**config.mk**
```make
export PLATFORM = sky130hd
export DESIGN_NAME = burst_rr_scheduler_flat
export DESIGN_NICKNAME = d
export VERILOG_FILES = /design/src/rtl/burst_rr_scheduler_pkg.sv /design/src/rtl/burst_rr_scheduler_if.sv /design/src/rtl/burst_rr_scheduler_rr_pick.sv /design/src/rtl/burst_rr_scheduler.sv /design/src/flat_wrapper.sv
export SDC_FILE = /design/constraint.sdc
export NUM_CORES = 1
export LEC_CHECK = 0
export ABC_AREA = 1
export CORE_MARGIN = 2
export CORE_UTILIZATION = 45
export DETAILED_ROUTE_END_ITERATION = 6
export HOLD_SLACK_MARGIN = 0.12
export PLACE_DENSITY = 0.83
export SETUP_SLACK_MARGIN = 0.02
export SLEW_MARGIN = 20
export SYNTH_ARGS = -nofsm -noshare
export SYNTH_HDL_FRONTEND = slang
export SYNTH_SLANG_ARGS = --single-unit
```
**constraint.sdc**
```tcl
create_clock -name i_clk -period 4.4 [get_ports i_clk]
set_clock_uncertainty 0.05 [all_clocks]
set_input_delay 1.32 -clock i_clk [delete_from_list [all_inputs] [get_ports i_clk]]
set_output_delay 1.32 -clock i_clk [all_outputs]
set_load 0.02 [all_outputs]
```
**src/rtl/burst_rr_scheduler_pkg.sv**
```systemverilog
// Shared types and defaults for the burst round-robin scheduler.
package sched_pkg;

    typedef enum logic [0:0] {
        IDLE  = 1'b0,
        BURST = 1'b1
    } sched_state_e;

    localparam int unsigned DEF_NUM_REQ  = 4;
    localparam int unsigned DEF_LEN_W    = 4;
    localparam int unsigned DEF_WDOG_CYC = 16;

    // Index width for n entries, never narrower than one bit.
    function automatic int unsigned idx_w(input int unsigned n);
        return (n < 2) ? 1 : $clog2(n);
    endfunction

endpackage

```
**src/rtl/burst_rr_scheduler_if.sv**
```systemverilog
// Requester/resource-side bundle of the burst round-robin scheduler.
interface burst_rr_scheduler_if #(
    parameter int unsigned NUM_REQ = sched_pkg::DEF_NUM_REQ,
    parameter int unsigned LEN_W   = sched_pkg::DEF_LEN_W
);
    localparam int unsigned IDX_W = sched_pkg::idx_w(NUM_REQ);

    logic [NUM_REQ-1:0]       req;
    logic [NUM_REQ*LEN_W-1:0] req_len;
    logic                     beat_done;
    logic [NUM_REQ-1:0]       grant;
    logic [IDX_W-1:0]         owner;
    logic                     busy;
    logic                     last_beat;
    logic                     wdog_err;

    // Requesters and the shared resource drive requests and beat completions.
    modport master (
        output req, req_len, beat_done,
        input  grant, owner, busy, last_beat, wdog_err
    );

    // The scheduler consumes requests and drives the grant bookkeeping.
    modport slave (
        input  req, req_len, beat_done,
        output grant, owner, busy, last_beat, wdog_err
    );

endinterface

```
**src/rtl/burst_rr_scheduler_rr_pick.sv**
```systemverilog
// Combinational cyclic priority picker: first set request at or after ptr.
module rr_pick
    import sched_pkg::*;
#(
    parameter int unsigned NUM_REQ = DEF_NUM_REQ
) (
    input  logic [NUM_REQ-1:0]          i_req,
    input  logic [idx_w(NUM_REQ)-1:0]   i_ptr,
    output logic [NUM_REQ-1:0]          o_grant,
    output logic [idx_w(NUM_REQ)-1:0]   o_idx,
    output logic                        o_valid
);

    localparam int unsigned IDX_W = idx_w(NUM_REQ);

    // Walk upward from ptr with an explicit wrap so any NUM_REQ works.
    always_comb begin
        int unsigned w_k;
        o_grant = '0;
        o_idx   = '0;
        o_valid = 1'b0;
        w_k     = 0;
        for (int unsigned i = 0; i < NUM_REQ; i++) begin
            w_k = 32'(i_ptr) + i;
            if (w_k >= NUM_REQ) begin
                w_k = w_k - NUM_REQ;
            end
            if (!o_valid && i_req[IDX_W'(w_k)]) begin
                o_valid               = 1'b1;
                o_idx                 = IDX_W'(w_k);
                o_grant[IDX_W'(w_k)]  = 1'b1;
            end
        end
    end

endmodule

```
**src/rtl/burst_rr_scheduler.sv**
```systemverilog
// Round-robin scheduler granting one requester a whole multi-beat burst.
// Optional watchdog abort is built when SCHED_WDOG_EN is defined.
module burst_rr_scheduler
    import sched_pkg::*;
#(
    parameter int unsigned NUM_REQ  = DEF_NUM_REQ,
    parameter int unsigned LEN_W    = DEF_LEN_W,
    parameter int unsigned WDOG_CYC = DEF_WDOG_CYC
) (
    input  logic                 i_clk,
    input  logic                 i_rst,
    burst_rr_scheduler_if.slave  io_sched
);

    localparam int unsigned IDX_W = idx_w(NUM_REQ);

    // Reject configurations the picker and watchdog cannot support.
    if (NUM_REQ < 2 || WDOG_CYC < 2) begin : g_bad_cfg
        $error("burst_rr_scheduler: NUM_REQ and WDOG_CYC must be at least 2");
    end

    sched_state_e       r_state, w_state_nxt;
    logic [NUM_REQ-1:0] r_grant, w_grant_nxt;
    logic [IDX_W-1:0]   r_owner, w_owner_nxt;
    logic [IDX_W-1:0]   r_ptr, w_ptr_nxt;
    logic [LEN_W-1:0]   r_beat_cnt, w_beat_cnt_nxt;
    logic               r_busy;
    logic               r_last_beat, w_last_beat_nxt;
    logic               w_load;
    logic               w_burst_end;
    logic               w_abort;

    logic [NUM_REQ-1:0] w_pick_grant;
    logic [IDX_W-1:0]   w_pick_idx;
    logic               w_pick_valid;
    logic [LEN_W-1:0]   w_pick_len;

    rr_pick #(
        .NUM_REQ (NUM_REQ)
    ) u_rr_pick (
        .i_req   (io_sched.req),
        .i_ptr   (r_ptr),
        .o_grant (w_pick_grant),
        .o_idx   (w_pick_idx),
        .o_valid (w_pick_valid)
    );

    // Burst length of the current pick, sampled only when the grant loads.
    always_comb begin
        w_pick_len = '0;
        for (int unsigned i = 0; i < NUM_REQ; i++) begin
            if (w_pick_idx == IDX_W'(i)) begin
                w_pick_len = io_sched.req_len[i*LEN_W +: LEN_W];
            end
        end
    end

    // Next state: beat counting, burst end and same-cycle re-arbitration.
    always_comb begin
        w_state_nxt    = r_state;
        w_grant_nxt    = r_grant;
        w_owner_nxt    = r_owner;
        w_ptr_nxt      = r_ptr;
        w_beat_cnt_nxt = r_beat_cnt;
        w_load         = 1'b0;
        w_burst_end    = 1'b0;

        case (r_state)
            IDLE: begin
                w_load = w_pick_valid;
            end
            BURST: begin
                if (io_sched.beat_done) begin
                    if (r_beat_cnt != '0) begin
                        w_beat_cnt_nxt = r_beat_cnt - LEN_W'(1);
                    end else begin
                        w_burst_end = 1'b1;
                    end
                end else if (w_abort) begin
                    w_burst_end = 1'b1;
                end
                if (w_burst_end) begin
                    if (w_pick_valid) begin
                        w_load = 1'b1;
                    end else begin
                        w_state_nxt    = IDLE;
                        w_grant_nxt    = '0;
                        w_beat_cnt_nxt = '0;
                    end
                end
            end
            default: begin
                w_state_nxt = IDLE;
                w_grant_nxt = '0;
            end
        endcase

        if (w_load) begin
            w_state_nxt    = BURST;
            w_grant_nxt    = w_pick_grant;
            w_owner_nxt    = w_pick_idx;
            w_ptr_nxt      = (w_pick_idx == IDX_W'(NUM_REQ - 1)) ? '0
                                                                 : w_pick_idx + IDX_W'(1);
            w_beat_cnt_nxt = w_pick_len;
        end

        w_last_beat_nxt = (w_state_nxt == BURST) && (w_beat_cnt_nxt == '0);
    end

    // State and grant bookkeeping registers.
    always_ff @(posedge i_clk) begin
        if (i_rst) begin
            r_state     <= IDLE;
            r_grant     <= '0;
            r_owner     <= '0;
            r_ptr       <= '0;
            r_beat_cnt  <= '0;
            r_busy      <= 1'b0;
            r_last_beat <= 1'b0;
        end else begin
            r_state     <= w_state_nxt;
            r_grant     <= w_grant_nxt;
            r_owner     <= w_owner_nxt;
            r_ptr       <= w_ptr_nxt;
            r_beat_cnt  <= w_beat_cnt_nxt;
            r_busy      <= (w_state_nxt == BURST);
            r_last_beat <= w_last_beat_nxt;
        end
    end

`ifdef SCHED_WDOG_EN
    localparam int unsigned WDOG_W = idx_w(WDOG_CYC);

    logic [WDOG_W-1:0] r_wdog_cnt, w_wdog_cnt_nxt;
    logic              r_wdog_err;

    // Stall limit reached with no beat this cycle; a late beat still wins.
    assign w_abort = (r_state == BURST) && !io_sched.beat_done &&
                     (r_wdog_cnt == WDOG_W'(WDOG_CYC - 1));

    // Stall counter: cleared by a new grant or a beat, counts other burst cycles.
    always_comb begin
        w_wdog_cnt_nxt = '0;
        if (!w_load && (r_state == BURST) && !io_sched.beat_done) begin
            w_wdog_cnt_nxt = r_wdog_cnt + WDOG_W'(1);
        end
    end

    // Watchdog counter and one-cycle abort pulse.
    always_ff @(posedge i_clk) begin
        if (i_rst) begin
            r_wdog_cnt <= '0;
            r_wdog_err <= 1'b0;
        end else begin
            r_wdog_cnt <= w_wdog_cnt_nxt;
            r_wdog_err <= w_abort;
        end
    end

    assign io_sched.wdog_err = r_wdog_err;
`else
    assign w_abort           = 1'b0;
    assign io_sched.wdog_err = 1'b0;
`endif

    assign io_sched.grant     = r_grant;
    assign io_sched.owner     = r_owner;
    assign io_sched.busy      = r_busy;
    assign io_sched.last_beat = r_last_beat;

endmodule
```
**src/flat_wrapper.sv**
```systemverilog
// flat-port wrapper written by rule: the top's interface ports become plain ports
module burst_rr_scheduler_flat import sched_pkg::*;
#(
    parameter int unsigned NUM_REQ  = DEF_NUM_REQ,
    parameter int unsigned LEN_W    = DEF_LEN_W,
    parameter int unsigned WDOG_CYC = DEF_WDOG_CYC
)
  (i_clk, i_rst, io_sched_req, io_sched_req_len, io_sched_beat_done, io_sched_grant, io_sched_owner, io_sched_busy, io_sched_last_beat, io_sched_wdog_err);
  burst_rr_scheduler_if #(.NUM_REQ(NUM_REQ), .LEN_W(LEN_W)) io_sched_i ();
  input  logic i_clk;
  input  logic i_rst;
  input wire logic [$bits(io_sched_i.req)-1:0] io_sched_req;
  input wire logic [$bits(io_sched_i.req_len)-1:0] io_sched_req_len;
  input wire logic [$bits(io_sched_i.beat_done)-1:0] io_sched_beat_done;
  output wire logic [$bits(io_sched_i.grant)-1:0] io_sched_grant;
  output wire logic [$bits(io_sched_i.owner)-1:0] io_sched_owner;
  output wire logic [$bits(io_sched_i.busy)-1:0] io_sched_busy;
  output wire logic [$bits(io_sched_i.last_beat)-1:0] io_sched_last_beat;
  output wire logic [$bits(io_sched_i.wdog_err)-1:0] io_sched_wdog_err;
  assign io_sched_i.req = io_sched_req;
  assign io_sched_i.req_len = io_sched_req_len;
  assign io_sched_i.beat_done = io_sched_beat_done;
  assign io_sched_grant = io_sched_i.grant;
  assign io_sched_owner = io_sched_i.owner;
  assign io_sched_busy = io_sched_i.busy;
  assign io_sched_last_beat = io_sched_i.last_beat;
  assign io_sched_wdog_err = io_sched_i.wdog_err;
  burst_rr_scheduler #(.NUM_REQ(NUM_REQ), .LEN_W(LEN_W), .WDOG_CYC(WDOG_CYC)) u_core (.i_clk(i_clk), .i_rst(i_rst), .io_sched(io_sched_i));
endmodule
```
Word-level counts from Yosys, hierarchy flattened
Index checks and enable logic that the tools add are counted.
- add/sub/neg operators: 9
- order comparisons: 12
- eq/ne operators: 4
- multiplexer cells: 56
- bitwise operators: 4
- reductions and logical operators: 17
- operators by type and width (kind ; count):
    2-to-1 mux 4 bit ; 18
    2-to-1 mux 1 bit ; 20
    2-to-1 mux 2 bit ; 9
    less-than comparator 2 x 3 -> 1 bit, second input constant ; 4
    OR 4 bit ; 3
    >= comparator 3 bit, second input constant ; 3
    binary-select mux 1 bit (select 2 bit) ; 4
    demux 1 bit (select 2 bit) ; 4
    >= comparator 2 x 1 -> 1 bit, second input constant ; 4
    logical AND 1 bit ; 8
    subtractor 2 x 1 -> 2 bit, second input constant ; 4
    adder 2 x 2 -> 3 bit, second input constant ; 2
    == test 2 bit, second input constant ; 2
    logical NOT 4 bit ; 1
    nonzero test 2 bit ; 2
    nonzero test 4 bit ; 1
    subtractor 4 x 1 -> 4 bit, second input constant ; 1
    adder 2 x 1 -> 3 bit, second input constant ; 1
    >= comparator 2 x 3 -> 1 bit, second input constant ; 1
    logical NOT 1 bit ; 3
    AND reduction 3 bit ; 1
    adder 2 x 1 -> 2 bit, second input constant ; 1
    == test 2 x 1 -> 1 bit, second input constant ; 1
    logical NOT 2 bit ; 1
    3 further kinds ; 3
- register bits: 14
- input port bits: 23

Depth between registers and ports, before layout
Gate-level depths: netlist of the first run.
- depth after elaboration: 22
- depth in mapped cells: 24

Modules after synthesis
Synthesis of the first run repeated with hierarchy kept, for this count alone.
- cell total of the unflattened synthesis: 220
- area, all modules: 1347.5 um^2
- modules (own cells, without submodules) (module ; times used ; cells each ; area each (um^2)):
    burst_rr_scheduler ; 1 ; 146 ; 907.1
    rr_pick ; 1 ; 74 ; 440.4

Worst setup path after synthesis of the first run
Ideal clock, no wire load.
- path kind: in2reg
- start point: input port io_sched_req[3]
- end point: register u_core.r_last_beat, in the netlist u_core.io_sched.last_beat
- library setup time: 0.110 ns
- data arrival time: 2.980 ns
- path slack: 1.260 ns
- stages on the path: 22
- buffers on the path: 0
- cell sequence: inv_1 -> nand2_1 -> nand3_2 -> nand2_4 -> inv_4 -> nand2_2 -> nor2_4 -> nor2_1 -> nand2_1 -> nand2_2 -> inv_1 -> ha_1 -> inv_1 -> nand3_1 -> nand3_1 -> o21ai_0 -> o21ai_0 -> nand3_1 -> nand2_1 -> inv_1 -> nand2_1 -> nor2_2
- word-level cells in the longest chain between the ends: 20
- ends and longest elaborated chain (element ; line ; text):
    from (decl) ; flat_wrapper.sv:12 ; input wire logic [$bits(io_sched_i.req)-1:0] io_sched_req;
    binary-select mux 1 bit (select 2 bit) ; burst_rr_scheduler_rr_pick.sv:28 ; if (!o_valid && i_req[IDX_W'(w_k)]) begin
    2-to-1 mux 1 bit (implied by the code) ; burst_rr_scheduler_rr_pick.sv:28 ;
    2-to-1 mux 1 bit ; burst_rr_scheduler_rr_pick.sv:28 ;
    logical NOT 1 bit ; burst_rr_scheduler_rr_pick.sv:28 ;
    logical AND 1 bit ; burst_rr_scheduler_rr_pick.sv:28 ;
    2-to-1 mux 1 bit ; burst_rr_scheduler_rr_pick.sv:28 ;
    logical NOT 1 bit ; burst_rr_scheduler_rr_pick.sv:28 ;
    logical AND 1 bit ; burst_rr_scheduler_rr_pick.sv:28 ;
    [3 not listed] ; -- ;
    2-to-1 mux 2 bit (*) ; burst_rr_scheduler_rr_pick.sv:28 ;
    via u_core.u_rr_pick.o_idx[0] ; burst_rr_scheduler_rr_pick.sv:10 ; output logic [idx_w(NUM_REQ)-1:0] o_idx,
    logical NOT 2 bit ; burst_rr_scheduler.sv:52 ; if (w_pick_idx == IDX_W'(i)) begin
    2-to-1 mux 4 bit (3 in series) ; burst_rr_scheduler.sv:52 ;
    2-to-1 mux 4 bit (*) ; burst_rr_scheduler.sv:52 ;
    2-to-1 mux 4 bit (*) ; burst_rr_scheduler.sv:98 ; if (w_load) begin
    logical NOT 4 bit (*) ; burst_rr_scheduler.sv:107 ; w_last_beat_nxt = (w_state_nxt == BURST) && (w_beat_cnt_nxt == '0);
    logical AND 1 bit (*) ; burst_rr_scheduler.sv:107 ;
    to (signal assigned) ; burst_rr_scheduler.sv:127 ; r_last_beat <= w_last_beat_nxt;
    to (decl) ; burst_rr_scheduler.sv:28 ; logic r_last_beat, w_last_beat_nxt;
Mark *: on every way through the listed nets, which the timed path passes. The rest lies on a longest branch. The select of a mux whose other input is x is not followed.
A chain may end at the register's enable or synchronous reset.

Worst setup path in the final report of the first run
Same ends and word-level chain as after synthesis.

==> flow_metrics.env, run 1 <==
export IMPL_synth_top_family_by_area="simple AND/OR/NAND/NOR gates"
export IMPL_pin_count=32
export IMPL_swShare_pct=53.1
export IMPL_rsz0062_at_grt="false"
export IMPL_fill_cells=264
export IMPL_critPathArrivalTime_ns=3.79
export IMPL_mappedNetlistArea_mm2=0.00133
export IMPL_fin_hold_ws_ns=0.434
export IMPL_crit_path_cell_trace="clkdlybuf4s50_1, inv_1, nand2_1, nand3_2, nand2_4, inv_4, nand2_2, nor2_4, nor2_1, nand2_1, nand2_2, inv_1, ha_1, inv_1, nand3_1, nand3_1, o21ai_0, o21ai_0, nand3_1, nand2_1, inv_1, nand2_1, nor2_2"
export IMPL_grt_overflow=0
export IMPL_p_clk_share_pct=7.6
export IMPL_start_kind="input pin"
export IMPL_gp_congestion=0.893
export IMPL_initial_utilization_pct=47.7
export IMPL_wl_per_cell_um=11.1
export IMPL_cts_resized_gates=0
export IMPL_required_ns=4.54
export IMPL_status="complete, no violations"
export IMPL_max_freq_ghz=0.274
export IMPL_rows=19
export IMPL_clk_pin_slew_worst_paths_ns=0.09
export IMPL_p_comb_share_pct=74.7
export IMPL_hpwl_mm=2.40
export IMPL_syn_inst=207
export IMPL_syn_num_nets=243
export IMPL_cts_sink_count=14
export IMPL_power_leakage_nw=0.795
export IMPL_finalHoldViolCount=0
export IMPL_synth_fa_ha_area_share_pct=12.3
export IMPL_cp_slowest_cell="clkdlybuf4s50_1"
export IMPL_syn_avg_cell_area_um2=6.41
export IMPL_cts_tree="yes"
export IMPL_drt_iter0_drc=73
export IMPL_worstSetupPathType="in -> reg"
export IMPL_synth_area_mux_share_pct=0
export IMPL_portBuffers=30
export IMPL_clk_path_buf_depth=2
export IMPL_setup_tns_ns=0
export IMPL_grt_max_degree=14
export IMPL_setup_violations_final=0
export IMPL_finalWirelength_mm=2.99
export IMPL_clk_latency_ns=0.28
export IMPL_synth_xor_xnor_area_share_pct=0.660
export IMPL_min_path_type="reg -> reg"
export IMPL_core_area_mm2=0.00278
export IMPL_antenna_cells=0
export IMPL_ant_nets=0
export IMPL_firstDrtPassIters=4
export IMPL_die_x_um=58.3
export IMPL_min_period_ns=3.65
export IMPL_worst_pin_slew_ns=0.506
export IMPL_area_growth_pct=26.6
export IMPL_root_buffer="clkbuf_4"
export IMPL_post_cts_buffers=0
export IMPL_postCtsHoldBufs=0
export IMPL_final_nets=275
export IMPL_p_seq_share_pct=17.7
export IMPL_slew_viol_final=0
export IMPL_crit_fanout=7
export IMPL_drive_above_1_share_pct=10.9
export IMPL_via_per_inst=5.17
export IMPL_grt_pass1_wl_mm=5.13
export IMPL_track_usage_pct=19.0
export IMPL_p_switching_uw=644
export IMPL_power_density_mw_per_mm2=722
export IMPL_drc=0
export IMPL_synth_simple_gate_area_share_pct=43.6
export IMPL_yosysSeqAreaShare_pct=21.1
export IMPL_synth_warnings=0
export IMPL_final_cell_mix="54 x nand2_1, 35 x nand3_1, 30 x clkdlybuf4s50_1"
export IMPL_synth_seq_cells=14
export IMPL_cts_made_buffers=3
export IMPL_synth_compound_area_share_pct=12.5
export IMPL_htree_levels=1
export IMPL_synthDistinctLibCells=26
export IMPL_slowest_delay_ns=0.49
export IMPL_vias=1390
export IMPL_antenna_found_initial=0
export IMPL_dieArea_mm2=0.00340
export IMPL_internal_power_uw=569
export IMPL_endpoint_kind="register"
export IMPL_irDropWorstVdd_mv=0.416
export IMPL_first_global_vias=1294
export IMPL_cap_viol_max_count=0
export IMPL_die_y_um=58.3
export IMPL_min_period_over_period_pct=82.9
export IMPL_maxSlewHeadroom_pct=66.3
export IMPL_layout_commonest_cell="nand2_1"
sequential cells by signal, indices dropped and copies added, names as in the netlist:
name and count:
u_core.io_sched.owner 2, u_core.r_ptr 2, u_core.r_beat_cnt 4, u_core.io_sched.grant 4, u_core.r_state 1, u_core.io_sched.last_beat 1
cell type report:
type / instances / area, um2 / share of cell area (%)
flip-flops and latches: 14 / 280 / 16.7
inverters: 26 / 105 / 6.26
clock buffers: 4 / 36.3 / 2.16
repair buffers: 30 / 300 / 17.9
multi-input cells: 164 / 918 / 54.7
well taps: 31 / 38.8 / 2.31
Yosys cell counts:
cell,instances,share of area (%)
a21boi_0,1,0.57
a21oi_1,12,4.5
a22oi_1,4,2.3
buf_1,1,0.28
buf_4,1,0.57
buf_6,1,0.85
conb_1,1,0.28
dfxtp_1,14,21
ha_1,13,12
inv_1,22,6.2
inv_2,1,0.28
inv_4,3,1.4
nand2_1,54,15
nand2_2,7,3.3
nand2_4,2,1.7
nand3_1,35,13
nand3_2,2,1.5
nand4_1,2,0.94
nand4_4,1,1.6
nor2_1,10,2.8
nor2_2,2,0.94
nor2_4,1,0.85
o21ai_0,12,4.5
o21bai_1,1,0.57
or2_2,3,1.4
xor2_1,1,0.66
worst paths after layout:
path                                         startpoint                                    end  slack, ns  depth (start not counted)
setup / recovery                        io_sched_req[3]   u_core.io_sched.last_beat$_SDFF_PP0_       0.75                         23
hold reg to reg   u_core.io_sched.grant[2]$_SDFFE_PP0P_  u_core.io_sched.grant[2]$_SDFFE_PP0P_       0.43                          2
setup reg to reg           u_core.r_ptr[0]$_SDFFE_PP0P_   u_core.io_sched.last_beat$_SDFF_PP0_       1.21                         20
hold / removal    u_core.io_sched.grant[2]$_SDFFE_PP0P_  u_core.io_sched.grant[2]$_SDFFE_PP0P_       0.43                          2
worst max-delay path: cells and delay by family:
family | cells | cell delay [ns]
simple gates | 14 | 1.16
compound gates | 2 | 0.22
buf+inv | 6 | 0.84
fa+ha+maj | 1 | 0.25
per-stage QoR:
step                      util (%)  worst slack (ns)  power (mW)  cell area (um2)  cells
after floorplan                  -              1.26       0.915             1330    207
after global placement        59.1             0.528        1.11             1640    265
after detailed placement      59.1             0.462        1.12             1640    265
after CTS                     60.4             0.771        1.22             1680    269
after global routing          60.4             0.466        1.35             1680    269
final                         60.4             0.754        1.21             1680    269
layer usage:
metal | part of all wire [%] | GRT usage (%) | up-vias
met5 | 0 | 0 | -
met4 | 0.97 | 5.65 | 0
met3 | 5.5 | 3.96 | 4
met2 | 49 | 33.9 | 33
met1 | 44 | 22.7 | 615
li1 | - | - | 738
kinds of logic (layout without fill, tap and decap cells):
logic type,Yosys count,after routing
other cells,1,1
fa+ha+maj,13,13
xor+xnor,1,1
flops,14,14
buf+inv,29,60
compound gates,30,30
simple gates,119,119
power groups by stage:
stage / sequential, mW / combinational (mW) / clock (mW)
2_1_floorplan: 0.235 / 0.679 / 0
3_3_place_gp: 0.218 / 0.892 / 0
3_5_place_dp: 0.218 / 0.905 / 0
4_1_cts: 0.215 / 0.910 / 0.0969
5_1_grt: 0.220 / 1.03 / 0.102
6_report: 0.214 / 0.906 / 0.0924
Note: power is estimated with default switching activity, not from simulation.
==> run 2, diff against run 1 <==
--- a/config.mk
+++ b/config.mk
@@ -10,7 +10,7 @@
 export CORE_UTILIZATION = 45
 export DETAILED_ROUTE_END_ITERATION = 6
 export HOLD_SLACK_MARGIN = 0.12
-export PLACE_DENSITY = 0.83
+export PLACE_DENSITY = 0.85
 export SETUP_SLACK_MARGIN = 0.02
 export SLEW_MARGIN = 20
 export SYNTH_ARGS = -nofsm -noshare
==> constraint.sdc (replaced) <==
create_clock -name i_clk -period 3 [get_ports i_clk]
set_clock_uncertainty 0.05 [all_clocks]
set_input_delay 0.9 -clock i_clk [delete_from_list [all_inputs] [get_ports i_clk]]
set_output_delay 0.9 -clock i_clk [all_outputs]
set_load 0.02 [all_outputs]
==> run 2 against run 1 <==
Compared with the run above: design area rose by 11%; sequential share of layout area fell by 1.7 points; combinational power rose by 98%; global-route usage rose by 0.95 points; critical path type is now reg -> reg.
==> flow_metrics.env, run 2 (synthesized netlist as in run 1, its figures left out) <==
export IMPL_status="complete, no violations"
export IMPL_drive_above_1_share_pct=20.9
export IMPL_drc=0
export IMPL_use_met3_pct=4.18
export IMPL_endpoint_kind="register"
export IMPL_whs_endpoint="u_core.io_sched.grant[1]$_SDFFE_PP0P_"
export IMPL_crit_fanout=9
export IMPL_wl_per_cell_um=11.6
export IMPL_crit_path_cell_trace="inv_4, ha_1, inv_1, nand3_1, nand2_2, nand3_1, inv_2, nand3_1, nand3_2, buf_4, ha_2, inv_1, or2_2, nand4_1, nand2_1, inv_1, nand2_1, nor2_2"
export IMPL_htree_levels=1
export IMPL_antenna_found_initial=0
export IMPL_required_ns=3.17
export IMPL_layout_commonest_cell="nand2_1"
export IMPL_core_area_mm2=0.00278
export IMPL_grt_max_degree=13
export IMPL_dpl_cell_area_mm2=0.00178
export IMPL_postCtsHoldBufs=0
export IMPL_first_global_vias=1328
export IMPL_hpwl_mm=2.58
export IMPL_power_density_mw_per_mm2=1170
export IMPL_firstDrtPassIters=4
export IMPL_max_freq_ghz=0.374
export IMPL_start_kind="register"
export IMPL_busiest_layer="met2"
export IMPL_cts_sink_count=14
export IMPL_grt_use_met1_pct=24.9
export IMPL_die_y_um=58.3
export IMPL_drt_iter0_drc=63
export IMPL_cap_viol_max_count=0
export IMPL_ant_nets=0
export IMPL_timing_rr_start="u_core.r_ptr[0]$_SDFFE_PP0P_"
export IMPL_cts_tree="yes"
export IMPL_via_per_inst=5.09
export IMPL_clk_path_buf_depth=2
export IMPL_slew_viol_final=0
export IMPL_rows=19
export IMPL_vias=1471
export IMPL_die_x_um=58.3
export IMPL_timing_final_ws_setup_ns=0.329
export IMPL_final_nets=296
export IMPL_gp_congestion=0.894
export IMPL_antenna_cells=0
export IMPL_r2r_cells=18
export IMPL_rsz0062_at_grt="false"
export IMPL_grt_overflow=0
export IMPL_min_period_over_period_pct=89.0
export IMPL_cts_made_buffers=3
export IMPL_slowest_delay_ns=0.37
export IMPL_fin_area_mm2=0.00187
export IMPL_rr_endpoint="u_core.io_sched.last_beat$_SDFF_PP0_"
export IMPL_min_path_type="reg -> reg"
export IMPL_worstHoldStart="u_core.io_sched.grant[1]$_SDFFE_PP0P_"
export IMPL_critPathArrivalTime_ns=2.85
export IMPL_finalWirelength_mm=3.35
export IMPL_crit_family="simple AND/OR/NAND/NOR gates"
export IMPL_min_period_ns=2.67
export IMPL_hold_depth=2
export IMPL_setup_tns_ns=0
export IMPL_fill_cells=254
export IMPL_pre_cts_ws_ns=-0.449
export IMPL_fin_hold_ws_ns=0.436
export IMPL_root_buffer="clkbuf_4"
export IMPL_initial_utilization_pct=47.7
export IMPL_setup_violations_final=0
export IMPL_power_leakage_nw=0.924
export IMPL_finalHoldViolCount=0
export IMPL_worstSetupPathType="reg -> reg"
export IMPL_irDropWorstVdd_mv=0.713
export IMPL_portBuffers=30
export IMPL_grt_pass1_wl_mm=5.37
export IMPL_grt_use_met2_pct=34.2
export IMPL_r2r_slack_ns=0.33
export IMPL_track_usage_pct=19.9
export IMPL_clk_latency_ns=0.28
export IMPL_final_cell_mix="53 x nand2_1, 35 x nand3_1, 26 x clkdlybuf4s50_1"
export IMPL_cp_slowest_cell="dfxtp_1"
export IMPL_cp_num_buf_inv=6
export IMPL_dieArea_mm2=0.00340
export IMPL_clk_pin_slew_worst_paths_ns=0.08
export IMPL_pin_count=32
export IMPL_area_growth_pct=40.8
[run 2: worst min-delay path, stage by stage (launching register included)]
cell     delay (ns)
dfxtp_1        0.31
nand3_1        0.07
a21oi_1        0.06
[run 2: how the worst max path moves through the flow]
stage / from / slack [ns] / cells after the start / end
floorplan: io_sched_req[3] / 0.28 / 22 / u_core.io_sched.last_beat$_SDFF_PP0_
global placement: io_sched_req[3] / -0.30 / 20 / u_core.io_sched.last_beat$_SDFF_PP0_
detailed placement: io_sched_req[3] / -0.45 / 23 / u_core.io_sched.last_beat$_SDFF_PP0_
CTS: io_sched_req[3] / 0.02 / 23 / u_core.io_sched.last_beat$_SDFF_PP0_
global route: u_core.r_ptr[0]$_SDFFE_PP0P_ / 0.11 / 18 / u_core.io_sched.last_beat$_SDFF_PP0_
finish: u_core.r_ptr[0]$_SDFFE_PP0P_ / 0.33 / 18 / u_core.io_sched.last_beat$_SDFF_PP0_
[run 2: report_power, final]
part	switching, mW	total, mW	internal (mW)
Combinational	0.991	1.79	0.801
Sequential	0.0397	0.294	0.254
Clock	0.0567	0.103	0.0465
[run 2: through the flow]
stage	util, %	std cells	power [mW]
detailed placement	63.9	283	1.90
floorplan	-	207	1.34
finish	67.2	289	2.19
CTS	65.6	287	2.08
global route	67.2	289	2.40
global placement	63.9	283	1.85
[run 2: final cells by class]
| type | count | area (um2) | area share (%) |
|---|---|---|---|
| multi-input combinational | 164 | 948 | 50.8 |
| sequential | 14 | 280 | 15.0 |
| clock buffer | 3 | 22.5 | 1.21 |
| inverter | 26 | 110 | 5.89 |
| tap | 31 | 38.8 | 2.08 |
| timing repair buffer | 51 | 468 | 25.1 |
[run 2: routing by layer]
metal  vias to the layer above  wire (um)
met5                         -          0
met3                         2        186
met2                        42       1640
met4                         0         14
li1                        781          -
met1                       646       1510
[run 2: timing repair]
item                       in CTS  in global routing
setup endpoints to repair       4                  5
setup buffers                   1                  2
hold endpoints to repair        0                  0
pin swaps                       2                  8
gates resized for setup         9                 11
==> run 3, diff against run 2 <==
--- a/config.mk
+++ b/config.mk
@@ -6,6 +6,7 @@
 export NUM_CORES = 1
 export LEC_CHECK = 0
 export ABC_AREA = 1
+export ABC_CLOCK_PERIOD_IN_PS = 3000
 export CORE_MARGIN = 2
 export CORE_UTILIZATION = 45
 export DETAILED_ROUTE_END_ITERATION = 6
==> results of run 3 <==
No change in the layout: final DEF, timing and power equal those of run 2.
